[src/rtl/gray_mon_pkg.sv]
// Shared types and helpers for the Gray-code step monitor.
// Provides the monitor state enum and a width-parameterised Gray-to-binary decode.
package gray_mon_pkg;

  typedef enum logic [1:0] {
    UNLOCKED,
    ACQUIRE,
    LOCKED
  } mon_state_e;

  // Widest word gray2bin handles; callers zero-extend into this width.
  localparam int unsigned GRAY_MAX_W = 32;

  // Decodes the low w bits of g. Each binary bit is the XOR of its Gray bit and
  // every more-significant Gray bit, which is the recursive
  // bin[i] = bin[i+1] ^ g[i] definition unrolled. Bits at or above w are ignored.
  function automatic logic [GRAY_MAX_W-1:0] gray2bin(
    input logic [GRAY_MAX_W-1:0] g,
    input int unsigned           w
  );
    logic [GRAY_MAX_W-1:0] mask;
    logic [GRAY_MAX_W-1:0] gm;
    logic [GRAY_MAX_W-1:0] b;
    mask = '1;
    if (w < GRAY_MAX_W) mask = ~(mask << w);
    gm = g & mask;
    b  = '0;
    for (int unsigned i = 0; i < GRAY_MAX_W; i++) begin
      b[i] = ^(gm >> i);
    end
    return b;
  endfunction

endpackage

[src/rtl/gray_to_bin.sv]
// Purely combinational Gray-to-binary decoder, WIDTH bits wide.
module gray_to_bin
  import gray_mon_pkg::*;
#(
  parameter int unsigned WIDTH = 4
) (
  input  logic [WIDTH-1:0] gray_i,
  output logic [WIDTH-1:0] bin_o
);

  // Decode through the shared package helper.
  always_comb begin
    bin_o = WIDTH'(gray2bin(GRAY_MAX_W'(gray_i), WIDTH));
  end

endmodule

[src/rtl/gray_step_monitor.sv]
// Gray-code step monitor: decodes each valid Gray sample, checks that successive
// samples hold or count up by one (mod 2^WIDTH), and reports lock, a one-cycle
// step-error pulse and a saturating error count.
// Optional feature macro GRAY_MON_DOWN_EN: also accept down-by-one steps and
// report their direction on dir; when undefined, down-steps are errors and dir is 0.
module gray_step_monitor
  import gray_mon_pkg::*;
#(
  parameter int unsigned WIDTH      = 4,
  parameter int unsigned LOCK_COUNT = 2,
  parameter int unsigned ERR_CNT_W  = 8
) (
  input  logic                 clk,
  input  logic                 reset,
  input  logic [WIDTH-1:0]     gray_in,
  input  logic                 valid_in,
  output logic [WIDTH-1:0]     bin_out,
  output logic                 bin_valid,
  output logic                 locked,
  output logic                 step_err,
  output logic [ERR_CNT_W-1:0] err_count,
  output logic                 dir
);

  localparam int unsigned CNT_W = $clog2(LOCK_COUNT + 1);

  mon_state_e           state_q, state_d;
  logic [CNT_W-1:0]     cnt_q, cnt_d;
  logic [WIDTH-1:0]     bin_q, bin_d;
  logic                 bv_q, bv_d;
  logic                 se_q, se_d;
  logic [ERR_CNT_W-1:0] ec_q, ec_d;

  logic [WIDTH-1:0]     n;
  logic [WIDTH-1:0]     p_inc;
  logic [CNT_W-1:0]     cnt_inc;
  logic                 is_hold;
  logic                 is_up;
  logic                 is_good;
  logic                 lock_hit;

  gray_to_bin #(
    .WIDTH(WIDTH)
  ) u_dec (
    .gray_i(gray_in),
    .bin_o (n)
  );

`ifdef GRAY_MON_DOWN_EN
  logic             dir_q, dir_d;
  logic [WIDTH-1:0] p_dec;
  logic             is_down;
`endif

  // Classify the new sample against the previous decoded value.
  always_comb begin
    p_inc    = bin_q + WIDTH'(1);
    cnt_inc  = cnt_q + CNT_W'(1);
    is_hold  = (n == bin_q);
    is_up    = (n == p_inc);
    lock_hit = (cnt_inc == CNT_W'(LOCK_COUNT));
`ifdef GRAY_MON_DOWN_EN
    p_dec    = bin_q - WIDTH'(1);
    is_down  = (n == p_dec);
    is_good  = is_up | is_down;
`else
    is_good  = is_up;
`endif
  end

  // Next-state, good-step counter and registered output values.
  always_comb begin
    state_d = state_q;
    cnt_d   = cnt_q;
    bin_d   = bin_q;
    bv_d    = 1'b0;
    se_d    = 1'b0;
    ec_d    = ec_q;
`ifdef GRAY_MON_DOWN_EN
    dir_d   = dir_q;
`endif
    if (valid_in) begin
      bin_d = n;
      bv_d  = 1'b1;
      case (state_q)
        UNLOCKED: begin
          state_d = ACQUIRE;
          cnt_d   = '0;
        end
        ACQUIRE: begin
          if (is_good) begin
            cnt_d = cnt_inc;
            if (lock_hit) state_d = LOCKED;
          end else if (!is_hold) begin
            cnt_d = '0;
          end
        end
        LOCKED: begin
          if (!is_good && !is_hold) begin
            se_d    = 1'b1;
            cnt_d   = '0;
            state_d = ACQUIRE;
            if (ec_q != '1) ec_d = ec_q + ERR_CNT_W'(1);
          end
        end
        default: begin
          state_d = UNLOCKED;
          cnt_d   = '0;
        end
      endcase
`ifdef GRAY_MON_DOWN_EN
      if (state_q != UNLOCKED && is_good) dir_d = is_down;
`endif
    end
  end

  // State and output registers with synchronous active-low reset.
  always_ff @(posedge clk) begin
    if (!reset) begin
      state_q <= UNLOCKED;
      cnt_q   <= '0;
      bin_q   <= '0;
      bv_q    <= 1'b0;
      se_q    <= 1'b0;
      ec_q    <= '0;
`ifdef GRAY_MON_DOWN_EN
      dir_q   <= 1'b0;
`endif
    end else begin
      state_q <= state_d;
      cnt_q   <= cnt_d;
      bin_q   <= bin_d;
      bv_q    <= bv_d;
      se_q    <= se_d;
      ec_q    <= ec_d;
`ifdef GRAY_MON_DOWN_EN
      dir_q   <= dir_d;
`endif
    end
  end

  assign bin_out   = bin_q;
  assign bin_valid = bv_q;
  assign locked    = (state_q == LOCKED);
  assign step_err  = se_q;
  assign err_count = ec_q;
`ifdef GRAY_MON_DOWN_EN
  assign dir       = dir_q;
`else
  assign dir       = 1'b0;
`endif

endmodule

[config.mk]
export PLATFORM = sky130hd
export DESIGN_NAME = gray_step_monitor
export DESIGN_NICKNAME = d
export VERILOG_FILES = /design/src/rtl/gray_mon_pkg.sv /design/src/rtl/gray_to_bin.sv /design/src/rtl/gray_step_monitor.sv
export SDC_FILE = /design/constraint.sdc
export NUM_CORES = 1
export LEC_CHECK = 0
export CAP_MARGIN = 20
export CORE_UTILIZATION = 40
export DETAILED_ROUTE_END_ITERATION = 7
export GPL_TIMING_DRIVEN = 0
export PLACE_DENSITY = 0.69
export SYNTH_ARGS = -nofsm -noshare
export SYNTH_HDL_FRONTEND = slang
export SYNTH_SLANG_ARGS = --single-unit
[constraint.sdc]
create_clock -name clk -period 2.52 [get_ports clk]
set_clock_uncertainty 0.2 [all_clocks]
set_input_delay 0.378 -clock clk [delete_from_list [all_inputs] [get_ports clk]]
set_output_delay 0.378 -clock clk [all_outputs]
set_load 0.05 [all_outputs]
# ---- Word-level counts from Yosys, hierarchy flattened
# Cells that the tools add are included.
# W data, S select, Z words.
dict set report totals {
  out_inout_bits 16
  inputBits 7
  regBits 18
  word_cells 41
}
dict set report classes {
  add_sub_neg 3
  n_reduce_logical 12
  n_mux 10
  n_eq_ne 10
}
# operator n
set ops {}
lappend ops {{$reduce_xor A32 Y1} 4}
lappend ops {{$mux W2} 6}
lappend ops {{$add A8 B1 Y8 const B} 1}
lappend ops {{$eq A4 B4 Y1} 2}
lappend ops {{$ne A8 B8 Y1 const B} 1}
lappend ops {{$reduce_and A4 Y1} 2}
lappend ops {{$pmux W2 S3} 1}
lappend ops {{$reduce_and A3 Y1} 2}
lappend ops {{$add A4 B1 Y4 const B} 1}
lappend ops {{$eq A2 B2 Y1 const B} 2}
lappend ops {{$ne A2 B2 Y1 const B} 2}
lappend ops {{$pmux W2 S2} 1}
lappend ops {{$ne A3 B3 Y1 const B} 1}
lappend ops {{$add A2 B1 Y2 const B} 1}
lappend ops {{$eq A2 B1 Y1 const B} 1}
lappend ops {{$logic_not A1 Y1} 2}
lappend ops {{$logic_not A2 Y1} 1}
lappend ops {{$mux W1} 2}
lappend ops {{$ne A2 B1 Y1 const B} 1}
lappend ops {{$logic_and A1 B1 Y1} 1}

# ---- Longest topological paths before layout
dict set report depth {
  depth_word 6
  depth_mapped 8
}

# ---- Cells and area by module
# From an unflattened synthesis, not the netlist that was laid out.
dict set report unflattened {
  cells_unflattened 113
  hier_area_um2 1017.2
}
# module seq_area_each_um2 instances cells_per_inst area_each_um2
set modules_own_cells {}
lappend modules_own_cells {gray_step_monitor 360.3 1 107 965.9}
lappend modules_own_cells {gray_to_bin 0.0 1 6 51.3}

# ---- Least setup slack after synthesis
# OpenSTA, ideal clock, no wires.
dict set report synth_path {
  path_kind {reg2reg}
  from {register bin_q[1], in the netlist bin_out[1]}
  to {register ec_q[3], in the netlist err_count[3]}
  t_arrival_ns 2.173
  stages_incl_launch_ff 7
  required_ns 2.250
  slack_ns 0.076
  path_cell_list {dfxtp_1 -> ha_1 -> and3_4 -> o211a_1 -> buf_6 -> or4_1 -> a21oi_1}
}
dict set report synth_between {
  elab_chain_cells 5
  elab_cells_between_ends 7
  cone_classes {add/sub (1); eq/ne (2); reduce/logical (4)}
}
# item line
set synth_rtl {}
lappend synth_rtl {{start: declaration} gray_step_monitor.sv:29} ;# logic [WIDTH-1:0] bin_q, bin_d;
lappend synth_rtl {{start signal: assignment} gray_step_monitor.sv:132} ;# bin_q <= bin_d;
lappend synth_rtl {{$add A4 B1 Y4} gray_step_monitor.sv:57} ;# p_inc = bin_q + WIDTH'(1);
lappend synth_rtl {{$eq A4 B4 Y1} gray_step_monitor.sv:60} ;# is_up = (n == p_inc);
lappend synth_rtl {{$logic_not A1 Y1} gray_step_monitor.sv:99} ;# if (!is_good && !is_hold) begin
lappend synth_rtl {{$logic_and A1 B1 Y1 (*)} gray_step_monitor.sv:99}
lappend synth_rtl {{$reduce_and A4 Y1 (no line) (*)} --}
lappend synth_rtl {{end signal: assignment} gray_step_monitor.sv:125} ;# ec_q <= '0;
lappend synth_rtl {{end signal: assignment} gray_step_monitor.sv:135} ;# ec_q <= ec_d;
lappend synth_rtl {{end: declaration} gray_step_monitor.sv:32} ;# logic [ERR_CNT_W-1:0] ec_q, ec_d;
# Every way passes the cells marked *; elsewhere a longest branch is shown, timed or not.
# A chain may end at the register's enable or synchronous reset.

# ---- Final worst setup path
dict set report layout_path {
  from {input gray_in[2]}
  to {register ec_q[4], in the netlist err_count[4]}
}
dict set report layout_between {
  elab_chain_cells 5
  elab_cells_between_ends 9
  cone_classes {eq/ne (2); reduce/logical (7)}
}
# item line
set layout_rtl {}
lappend layout_rtl {{start: declaration} gray_step_monitor.sv:15} ;# input logic [WIDTH-1:0] gray_in,
lappend layout_rtl {{$reduce_xor A32 Y1} gray_mon_pkg.sv:29} ;# b[i] = ^(gm >> i);
lappend layout_rtl {{$eq A4 B4 Y1, on equally long branches} {gray_step_monitor.sv:60, gray_step_monitor.sv:59}}
lappend layout_rtl {{$logic_not A1 Y1} gray_step_monitor.sv:99}
lappend layout_rtl {{$logic_and A1 B1 Y1 (*)} gray_step_monitor.sv:99}
lappend layout_rtl {{$reduce_and A4 Y1 (no line) (*)} --}
# Marks and branches as above.

==> summary.txt <==
Die
  • Die area: 2910 um2
  • Total number of placement rows: 18
  • Die Y: 54.0 um
  • Die width: 54.0 um
  • Core Area: 2520 um2
  • Initial Utilization: 42.9%
  • IO Pins: 23

Clock network
  • Worst skew pair latency: 0.29 ns
  • H-Tree Level Count: 1
  • Clock Tree Buf Depth: 2
  • CTS tree: yes
  • Hold buffer count at CTS: 0
  • CTS Buf Count: 3
  • CTS sink cnt: 18
  • Clk slew on worst S/H paths: 0.10 ns
  • Root Buffer: clkbuf_4

Power and ir drop
  • Peak supply drop: 0.259 mV
  • Reg power frac: 45.4%
  • Comb power frac: 27.9%
  • Sw Share: 31.8%
  • Leakage: 0.554 nW
  • P per Cell Area: 465 nW/um2
  • Switching pwr: 213 uW
  • Clock power frac: 26.7%
  • Internal power: 456 uW

Setup path
  • Reg2Reg Setup Slack: 0.26 ns
  • Slowest-stage cell, CP: clkdlybuf4s50_1
  • Worst setup path start: gray_in[2]
  • Buf/Inv on CP: 2
  • Crit-path max FO: 10
  • Kind of critical path: in2reg
  • Crit path max-delay family: buffers and inverters
  • Reg2Reg Depth: 6
  • RR Startpoint: bin_out[1]
  • Worst Path Required: 2.55 ns
  • Setup crit end kind: register
  • CP arrival: 2.50 ns
  • CP Cell Sequence: clkdlybuf4s50_1 > xor3_2 > and3_4 > o211a_1 > buf_6 > or4_4 > a21oi_1
  • Startpoint types: input pin
  • Slowest Stage Delay on Critical Path: 0.56 ns
  • Critical R2R Capture: err_count[4]

GRT
  • First-pass GRT wire length: 4.05 mm
  • Vias in the first global route: 894
  • GR Util met3: 2.82%
  • Largest net degree at the start of global routing: 11
  • Grt total ovfl: 0
  • Antenna violations before repair: 0
  • GR Layer Usage met1: 24.5%
  • GR peak layer: met2
  • Met2 Usage GRT: 34.0%
  • Total global-route track usage: 19.4%

Placement
  • Port bufs: 21
  • DP Cell Count: 178
  • DP HPWL: 1.86 mm
  • Routability cong.: 0.803

Logic synthesis
  • Top_reg_cell synth: dfxtp_1
  • Synth Register Bits: 18
  • Main combinational cell family by area after synthesis: simple AND/OR/NAND/NOR gates
  • Synth Area in Compound Gates: 20.0%
  • Synth Area in XOR/XNOR: 11.2%
  • Mapped cell area: 1080 um2
  • Synth unique cells: 39
  • Adder-Cell Fraction of Synth Area: 3.47%
  • Post-synth EDFFs: 0
  • Syn nets: 137
  • Yosys warns: 0
  • Asr flop ratio synth: 0%
  • Mapped Cells: 127
  • Mux cell area share after synthesis: 5.56%
  • Avg Synthesized Cell Area: 8.51 um2
  • Post-synthesis simple-gate area fraction: 20.7%
  • Register area share after synthesis: 33.3%

Route
  • DR pass1 iterations: 4
  • Post-route DRC: 0
  • WL final: 2.60 mm
  • Routed len/inst: 14.1 um
  • Routed Antenna Nets: 0
  • Vias: 1,052
  • Initial DRC Count: 27
  • Via-to-Cell Ratio: 5.72

Worst hold path
  • Hold Path End: err_count[5]
  • HP Start: err_count[5]
  • Hold Path Stages: 2
  • Hold Path Class: reg2reg

Finish
  • Share of cells above drive strength 1: 12.3%
  • Fin nets: 165
  • Filler cells: 239
  • N_diodes: 0
  • Non-Filler Instances: 184
  • Area Growth Syn to Fin: 33.1%

STA
  • Slew Viols, Final: 0
  • Max Clk Rate: 0.404 GHz
  • Min cycle time layout: 2.48 ns
  • Tcrit/Tclk final: 98.2%
  • Final Hold Viols: 0
  • Final setup vio count: 0
  • Worst slew pin tran: 0.532 ns
  • Hold Slack: 0.303 ns
  • Worst slew margin: 64.3%

Run status
  • Status: completed

Flow run
  • Number of max-cap violations: 0
==> registers in the layout, indices dropped and copies added, names as in the netlist <==
name       cells
err_count      8
bin_valid      1
bin_out        4
cnt_q          2
step_err       1
state_q        2
==> cell usage in the layout, fill, tap and decap left out, types with 2 or more instances in the layout <==
master / Yosys / routed
o41ai_2: 0 / 2
o31ai_1: 3 / 2
a41o_1: 2 / 2
nand2_1: 10 / 10
and2_1: 2 / 2
clkbuf_4: 0 / 4
clkdlybuf4s50_1: 0 / 19
nor2_1: 10 / 10
dfxtp_1: 18 / 18
nand3_1: 5 / 5
a31oi_1: 3 / 3
nor4_1: 3 / 3
nand2b_1: 4 / 4
mux2i_1: 6 / 5
o21ai_0: 6 / 6
clkbuf_1: 2 / 2
buf_4: 1 / 3
a21oi_1: 5 / 5
xnor2_1: 10 / 9
ha_1: 3 / 3
inv_1: 6 / 6
a211oi_1: 4 / 4
dlymetal6s2s_1: 0 / 2
==> Yosys cell counts (4+ instances only) <==
cell type | instances | area, um2
a21oi_1 | 5 | 25.0
mux2i_1 | 6 | 60.1
inv_1 | 6 | 22.5
o21ai_0 | 6 | 30.0
nor2_1 | 10 | 37.5
xnor2_1 | 10 | 87.6
nand2b_1 | 4 | 25.0
a211oi_1 | 4 | 30.0
dfxtp_1 | 18 | 360
nand2_1 | 10 | 37.5
nand3_1 | 5 | 25.0
==> worst min-delay path: stages (launching register included) <==
cell and delay [ns]:
dfxtp_1 0.35, nand2_1 0.06, mux2i_1 0.06
==> layer usage <==
| metal | share of wire (%) | routed length (um) |
|---|---|---|
| met4 | 0.96 | 25 |
| met5 | 0 | 0 |
| met1 | 45 | 1160 |
| met3 | 3.9 | 101 |
| met2 | 50 | 1310 |
==> area by class of cell <==
class / instances / area [um2] / area share, %
Tap cell: 30 / 37.5 / 2.61
Clock buffer: 4 / 36.3 / 2.52
Multi-Input combinational cell: 97 / 714 / 49.7
Timing Repair Buffer: 23 / 230 / 16.0
Sequential cell: 18 / 360 / 25.0
Buffer: 6 / 37.5 / 2.61
Inverter: 6 / 22.5 / 1.57
==> worst max-delay path by stage <==
stage                         to  slack (ns)  depth (start not counted)
finish              err_count[4]        0.04                          7
global route        err_count[6]       -0.04                          7
detailed placement      cnt_q[1]       -0.52                          8
global placement        cnt_q[1]       -0.44                          8
floorplan           err_count[3]        0.08                          6
CTS                 err_count[4]        0.02                          7
==> power groups by stage <==
stage          logic (mW)  clock network (mW)  registers, mW
2_1_floorplan      0.0956                   0          0.329
3_3_place_gp        0.158                   0          0.310
3_5_place_dp        0.161                   0          0.310
4_1_cts             0.170               0.188          0.304
5_1_grt             0.200               0.199          0.305
6_report            0.187               0.179          0.303
==> kinds of logic (layout without fill, tap and decap cells) <==
| group | Yosys count | after routing |
|---|---|---|
| fa+ha+maj | 3 | 3 |
| mux | 6 | 6 |
| other cells | 1 | 1 |
| compound gates | 31 | 31 |
| buf+inv | 12 | 39 |
| simple gates | 44 | 44 |
| xor+xnor | 12 | 12 |
| flops | 18 | 18 |
==> through the flow <==
stage                     total power, mW  setup TNS (ns)  cell area [um2]  setup slack, ns  util [%]
after floorplan                     0.425               0             1080           0.0762         -
after global placement              0.468           -4.51             1330           -0.438      52.7
after detailed placement            0.471           -5.20             1330           -0.518      52.7
after CTS                           0.661               0             1380           0.0181      54.8
after global routing                0.705         -0.0391             1440          -0.0368      57.0
final                               0.669               0             1440           0.0447      57.0
==> repair_timing <==
action                     in CTS  in global routing
setup endpoints to repair      11                  9
buffers inserted                1                  1
pin swaps                       3                  3
resized for setup               2                 10
(Power assumes the default switching activity.)
